`src/rtl/uart_tx_arbiter_pkg.sv`:
```
// uart_tx_arbiter_pkg
//   Shared constants for the UART TX arbiter slice: ASCII codes used for the
//   idle data value and the CR/LF packet suffix, the FSM state encoding, and
//   the internal sum width used by the round-robin picker.
package uart_tx_arbiter_pkg;

  localparam logic [7:0] ASCII_CR = 8'h0D;
  localparam logic [7:0] ASCII_LF = 8'h0A;
  localparam logic [7:0] ASCII_SP = 8'h20;

  localparam logic [1:0] ST_IDLE    = 2'd0;
  localparam logic [1:0] ST_PASS    = 2'd1;
  localparam logic [1:0] ST_SEND_CR = 2'd2;
  localparam logic [1:0] ST_SEND_LF = 2'd3;

  typedef enum logic [1:0] {
    S_IDLE    = ST_IDLE,
    S_PASS    = ST_PASS,
    S_SEND_CR = ST_SEND_CR,
    S_SEND_LF = ST_SEND_LF
  } state_t;

  // last_grant + offset stays below 2*NUM_SRC <= 16, so 5 bits always suffice.
  localparam int RR_SUM_W = 5;

endpackage

```
`src/rtl/uart_tx_arbiter_rr_pick.sv`:
```
// uart_tx_arbiter_rr_pick
//   Combinational round-robin picker. Scans the request vector starting at
//   last_grant+1 (wrapping modulo NUM_SRC) and returns the first requester.
// Ports:
//   req        in  NUM_SRC  request vector
//   last_grant in  ID_W     most recently granted index (lowest priority)
//   valid      out 1        at least one request present
//   idx        out ID_W     selected index (0 when valid is low)
module uart_tx_arbiter_rr_pick
  import uart_tx_arbiter_pkg::*;
#(
  parameter int NUM_SRC = 2,
  parameter int ID_W    = 1
) (
  input  logic [NUM_SRC-1:0] req,
  input  logic [ID_W-1:0]    last_grant,
  output logic               valid,
  output logic [ID_W-1:0]    idx
);

  localparam int SW = RR_SUM_W;

  // cand[k] is the index examined at priority position k (k=0 is highest).
  logic [SW-1:0] cand [NUM_SRC];

  genvar gi;
  generate
    for (gi = 0; gi < NUM_SRC; gi++) begin : g_cand
      logic [SW-1:0] sum;
      assign sum       = SW'(last_grant) + SW'(gi + 1);
      assign cand[gi]  = (sum >= SW'(NUM_SRC)) ? (sum - SW'(NUM_SRC)) : sum;
    end
  endgenerate

  // Walk priority positions from lowest to highest so the highest-priority
  // hit is the one left standing.
  always_comb begin
    valid = 1'b0;
    idx   = '0;
    for (int k = NUM_SRC - 1; k >= 0; k--) begin
      for (int j = 0; j < NUM_SRC; j++) begin
        if (req[j] && (cand[k] == SW'(j))) begin
          valid = 1'b1;
          idx   = ID_W'(j);
        end
      end
    end
  end

endmodule

```
`src/rtl/uart_tx_arbiter.sv`:
```
// uart_tx_arbiter
//   Packet-level round-robin arbiter sharing one UART TX write port between
//   NUM_SRC byte sources. Locks onto one source for a full packet, then
//   optionally appends CR LF before re-arbitrating.
// Ports:
//   clk, reset          clock and synchronous active-high reset
//   src_valid/data/last per-source byte stream (data at [8*i+7:8*i])
//   src_ready           per-source accept (valid & ready transfers a byte)
//   tx_full             UART TX FIFO full
//   wr_uart, w_data     one-cycle write strobe and byte to the UART
//   busy                registered, high in any state other than IDLE
//   grant_id            registered index of the current/most recent grant
module uart_tx_arbiter
  import uart_tx_arbiter_pkg::*;
#(
  parameter int NUM_SRC     = 2,
  parameter bit APPEND_CRLF = 1'b1,
  parameter int ID_W        = 1
) (
  input  logic                 clk,
  input  logic                 reset,
  input  logic [NUM_SRC-1:0]   src_valid,
  input  logic [8*NUM_SRC-1:0] src_data,
  input  logic [NUM_SRC-1:0]   src_last,
  output logic [NUM_SRC-1:0]   src_ready,
  input  logic                 tx_full,
  output logic                 wr_uart,
  output logic [7:0]           w_data,
  output logic                 busy,
  output logic [ID_W-1:0]      grant_id
);

  state_t            state_reg, state_next;
  logic [ID_W-1:0]   grant_id_reg, grant_id_next;
  logic [ID_W-1:0]   last_grant_reg, last_grant_next;
  logic              busy_reg;

  logic              pick_valid;
  logic [ID_W-1:0]   pick_idx;

  logic [NUM_SRC-1:0] grant_hot;
  logic [7:0]         data_arr [NUM_SRC];
  logic [7:0]         sel_data;
  logic               sel_valid;
  logic               sel_last;

  uart_tx_arbiter_rr_pick #(
    .NUM_SRC (NUM_SRC),
    .ID_W    (ID_W)
  ) u_rr_pick (
    .req        (src_valid),
    .last_grant (last_grant_reg),
    .valid      (pick_valid),
    .idx        (pick_idx)
  );

  // One-hot decode of the registered grant; drives the data/valid/last mux
  // without a variable-width index into the source buses.
  genvar gi;
  generate
    for (gi = 0; gi < NUM_SRC; gi++) begin : g_src
      assign grant_hot[gi] = (grant_id_reg == ID_W'(gi));
      assign data_arr[gi]  = src_data[8*gi +: 8];
    end
  endgenerate

  assign sel_valid = |(grant_hot & src_valid);
  assign sel_last  = |(grant_hot & src_last);

  always_comb begin
    sel_data = '0;
    for (int i = 0; i < NUM_SRC; i++) begin
      sel_data = sel_data | (data_arr[i] & {8{grant_hot[i]}});
    end
  end

  // State and grant registers. busy follows the next state so it is high on
  // exactly the cycles the FSM sits outside IDLE.
  always_ff @(posedge clk) begin
    if (reset) begin
      state_reg      <= S_IDLE;
      grant_id_reg   <= '0;
      last_grant_reg <= ID_W'(NUM_SRC - 1);
      busy_reg       <= 1'b0;
    end else begin
      state_reg      <= state_next;
      grant_id_reg   <= grant_id_next;
      last_grant_reg <= last_grant_next;
      busy_reg       <= (state_next != S_IDLE);
    end
  end

  // Next-state logic.
  always_comb begin
    state_next      = state_reg;
    grant_id_next   = grant_id_reg;
    last_grant_next = last_grant_reg;
    case (state_reg)
      S_IDLE: begin
        if (pick_valid) begin
          grant_id_next   = pick_idx;
          last_grant_next = pick_idx;
          state_next      = S_PASS;
        end
      end
      S_PASS: begin
        // The lock holds through valid gaps; only an accepted last byte exits.
        if (sel_valid && !tx_full && sel_last) begin
          state_next = APPEND_CRLF ? S_SEND_CR : S_IDLE;
        end
      end
      S_SEND_CR: if (!tx_full) state_next = S_SEND_LF;
      S_SEND_LF: if (!tx_full) state_next = S_IDLE;
      default:   state_next = S_IDLE;
    endcase
  end

  // Output logic.
  always_comb begin
    wr_uart   = 1'b0;
    src_ready = '0;
    w_data    = ASCII_SP;
    case (state_reg)
      S_PASS: begin
        src_ready = grant_hot & {NUM_SRC{~tx_full}};
        wr_uart   = sel_valid & ~tx_full;
        w_data    = sel_data;
      end
      S_SEND_CR: begin
        wr_uart = ~tx_full;
        w_data  = ASCII_CR;
      end
      S_SEND_LF: begin
        wr_uart = ~tx_full;
        w_data  = ASCII_LF;
      end
      default: ;
    endcase
  end

  assign busy     = busy_reg;
  assign grant_id = grant_id_reg;

endmodule

```
`config.mk`:
```
export PLATFORM = sky130hd
export DESIGN_NAME = uart_tx_arbiter
export DESIGN_NICKNAME = d
export VERILOG_FILES = /design/src/rtl/uart_tx_arbiter_pkg.sv /design/src/rtl/uart_tx_arbiter_rr_pick.sv /design/src/rtl/uart_tx_arbiter.sv
export SDC_FILE = /design/constraint.sdc
export NUM_CORES = 1
export LEC_CHECK = 0
export ABC_AREA = 0
export BUFFER_PORTS_ARGS = -buffer_cell sky130_fd_sc_hd__buf_2
export CORE_MARGIN = 2
export CORE_UTILIZATION = 32
export CTS_CLUSTER_SIZE = 12
export DETAILED_ROUTE_END_ITERATION = 16
export GPL_TIMING_DRIVEN = 0
export PLACE_DENSITY = 0.82
export SETUP_SLACK_MARGIN = 0.05
export SKIP_CTS_REPAIR_TIMING = 1
export SLEW_MARGIN = 20
export SYNTH_ARGS = -nofsm -noshare
export SYNTH_HDL_FRONTEND = slang
export SYNTH_SLANG_ARGS = --single-unit
export TNS_END_PERCENT = 50
```
`constraint.sdc`:
```
create_clock -name clk -period 1.2 [get_ports clk]
set_input_delay 0.24 -clock clk [delete_from_list [all_inputs] [get_ports clk]]
set_output_delay 0.24 -clock clk [all_outputs]
set_load 0.1 [all_outputs]
```
==> impl_metrics.ini <==
[timing]
hold_ws_ns = 0.228
max_freq_mhz = 601
finalSetupViolCount = 14
fin_crit_ns = 1.66
rsz0062_at_grt = true
relSlewSlack_pct = 68.1
hold_viol = 0
fin_crit_sh_pct = 139
finalSetupTns_ns = -4.69
fin_skew_ns = 0.00688
final_max_slew_viol_count = 0
worst_slew_pin_slew_ns = 0.482
setup_ws_ns = -0.463

[synthesis]
yosysTopAreaCell = dfxtp_1
seq_area_frac_synth_pct = 23.5
syn_avg_cell_area_um2 = 7.88
synth-seq-cells = 5
synth_cell_types = 21
syn_area_um2 = 425
synth_area_leaders = dfxtp_1, mux2i_1, nor2_1
synth_nets = 77
ys_warn_count = 0
synth_top_area_share_pct = 23.5
netlist_instances = 54

[route]
drt-pass1-iter-count = 4
wire_per_inst_um = 20.5
drcViolationCount = 0
drt_iter0_markers = 26
postRouteAntennaNets = 0
vias = 672
viasPerCell = 6.17
wl_um = 2230

[final_layout]
stdcell_count = 109
layout_commonest_cell = buf_2
final_cell_mix = buf_2, buf_12, mux2i_4
seqCellArea_um2 = 105
finalNetCount = 118
largest_reg_flops = 2
num_antenna_cells = 0
areaGrowthSynthToFinish_pct = 155
fillCellCount = 57
drive_gt1_share_pct = 75.5
multi_input_area_um2 = 508

[setup_path]
crit_path_top_delay_cell = dfxtp_4
path_buf_inv = 3
cp_common_cell = buf_12
cp-startpoint = grant_id$_SDFFE_PP0P_
cp_data_required_time_ns = 0.96
reg2reg_from = state_reg[1]$_SDFF_PP0_
path_max_fanout = 8
endpoint_kind = output pin
cpLargestDelayFamily = buffers and inverters
crit_path_max_incr_delay_ns = 0.34
crit_type = reg2out
start_kind = flip-flop
cp_cell_sequence = buf_8 -> buf_12 -> mux2i_4 -> o21ai_4 -> buf_12
arrival_ns = 1.42

[placed_design]
io_buffers = 35
gp_congestion = 0.774
hpwl_um = 985
dp.cells = 104
post-place-ws_ns = -0.450

[cts]
cts_sinks = 5
clkTransAtPathRegs_ns = 0.04
clock_latency_ns = 0.24
cts_tree = done
cts_max_path_buffers = 2
cts_buffers = 3
root_buffer = clkbuf_4
htree_levels = 1

[outcome]
violations = setup timing
status = finished, violations left

[floorplanning]
start_util_pct = 33.5
rows = 13
dieArea_um2 = 1640
die_w_um = 40.5
io_pins = 36
core_area_um2 = 1270
die_h_um = 40.5

[hold_path]
holdCritStartpoint = reset
hp-class = in2reg

[global_route]
grt_first_pass_wirelength_um = 1930
grt-ovfl-total = 0
antenna_found_initial = 0
grt_pass1_vias = 471
grt.total_usage_pct = 17.9
grt_max_degree = 11

[power]
ir_drop_mv = 0.852
leakagePower_nw = 0.411
pwr_density_cell_nw_per_um2 = 1080
p_total_mw = 1.17

[job]
maxCapViolCount = 0
-- worst reg2reg max path, cell delays in order (launching register included) --
cell      delay [ns]
dfxtp_1         0.39
buf_4           0.26
a211oi_1        0.08
a311oi_1        0.28
a211oi_1        0.10
-- area by class of cell --
| type | instances | area share (%) |
|---|---|---|
| Sequential cell | 5 | 9.68 |
| Multi-Input combinational cell | 43 | 46.8 |
| Buffer | 4 | 5.30 |
| Timing Repair Buffer | 36 | 33.1 |
| Clock buffer | 4 | 2.42 |
| Tap cell | 15 | 1.73 |
| Inverter | 2 | 1.04 |
-- worst paths after layout --
path / end / slack [ns] / depth (start not counted)
max: w_data[2] / -0.46 / 5
min: grant_id$_SDFFE_PP0P_ / 0.23 / 2
max reg2reg: state_reg[0]$_SDFF_PP0_ / -0.05 / 4
min reg2reg: last_grant_reg$_SDFFE_PP1P_ / 0.52 / 1
-- cells by family after synthesis --
group                  Yosys count  share of synthesized area (%)
AOI/OAI and AO/OA               15                           23.8
buffers and inverters            6                           7.94
DFF                              5                           23.5
muxes                           10                           24.1
and+or+nand+nor                 18                           20.6
-- cells in the mapped netlist, drive strengths merged --
cell and number:
nor2 8, nand2 5, buf 4, nor3b 1, a221oi 1, nor3 1
a2111o 1, a311oi 1, a211oi 2, a211o 1, a32oi 1, nand2b 1
dfxtp 5, a21oi 5, mux2 2, nor4b 1, o21ai 3, or3b 1
mux2i 8, inv 2
-- power by group --
part / switching (mW) / internal [mW]
Sequential: 0.0100 / 0.180
Clock: 0.0727 / 0.126
Combinational: 0.489 / 0.296
Total: 0.572 / 0.602
-- per-stage QoR --
step | area, um^2 | util, %
2_1_floorplan | 557 | -
3_3_place_gp | 751 | 59.2
3_5_place_dp | 751 | 59.2
4_1_cts | 777 | 61.2
5_1_grt | 1090 | 85.6
6_report | 1090 | 85.6
-- per-layer routing --
layer | up-vias | track usage, % | part of all wire (%)
met2 | 42 | 30.6 | 57
met5 | - | 0 | 0
met1 | 333 | 20.5 | 31
met3 | 15 | 3.33 | 7.1
met4 | 0 | 10.0 | 5.3
li1 | 282 | - | -
Note: power is estimated with default switching activity, not from simulation.
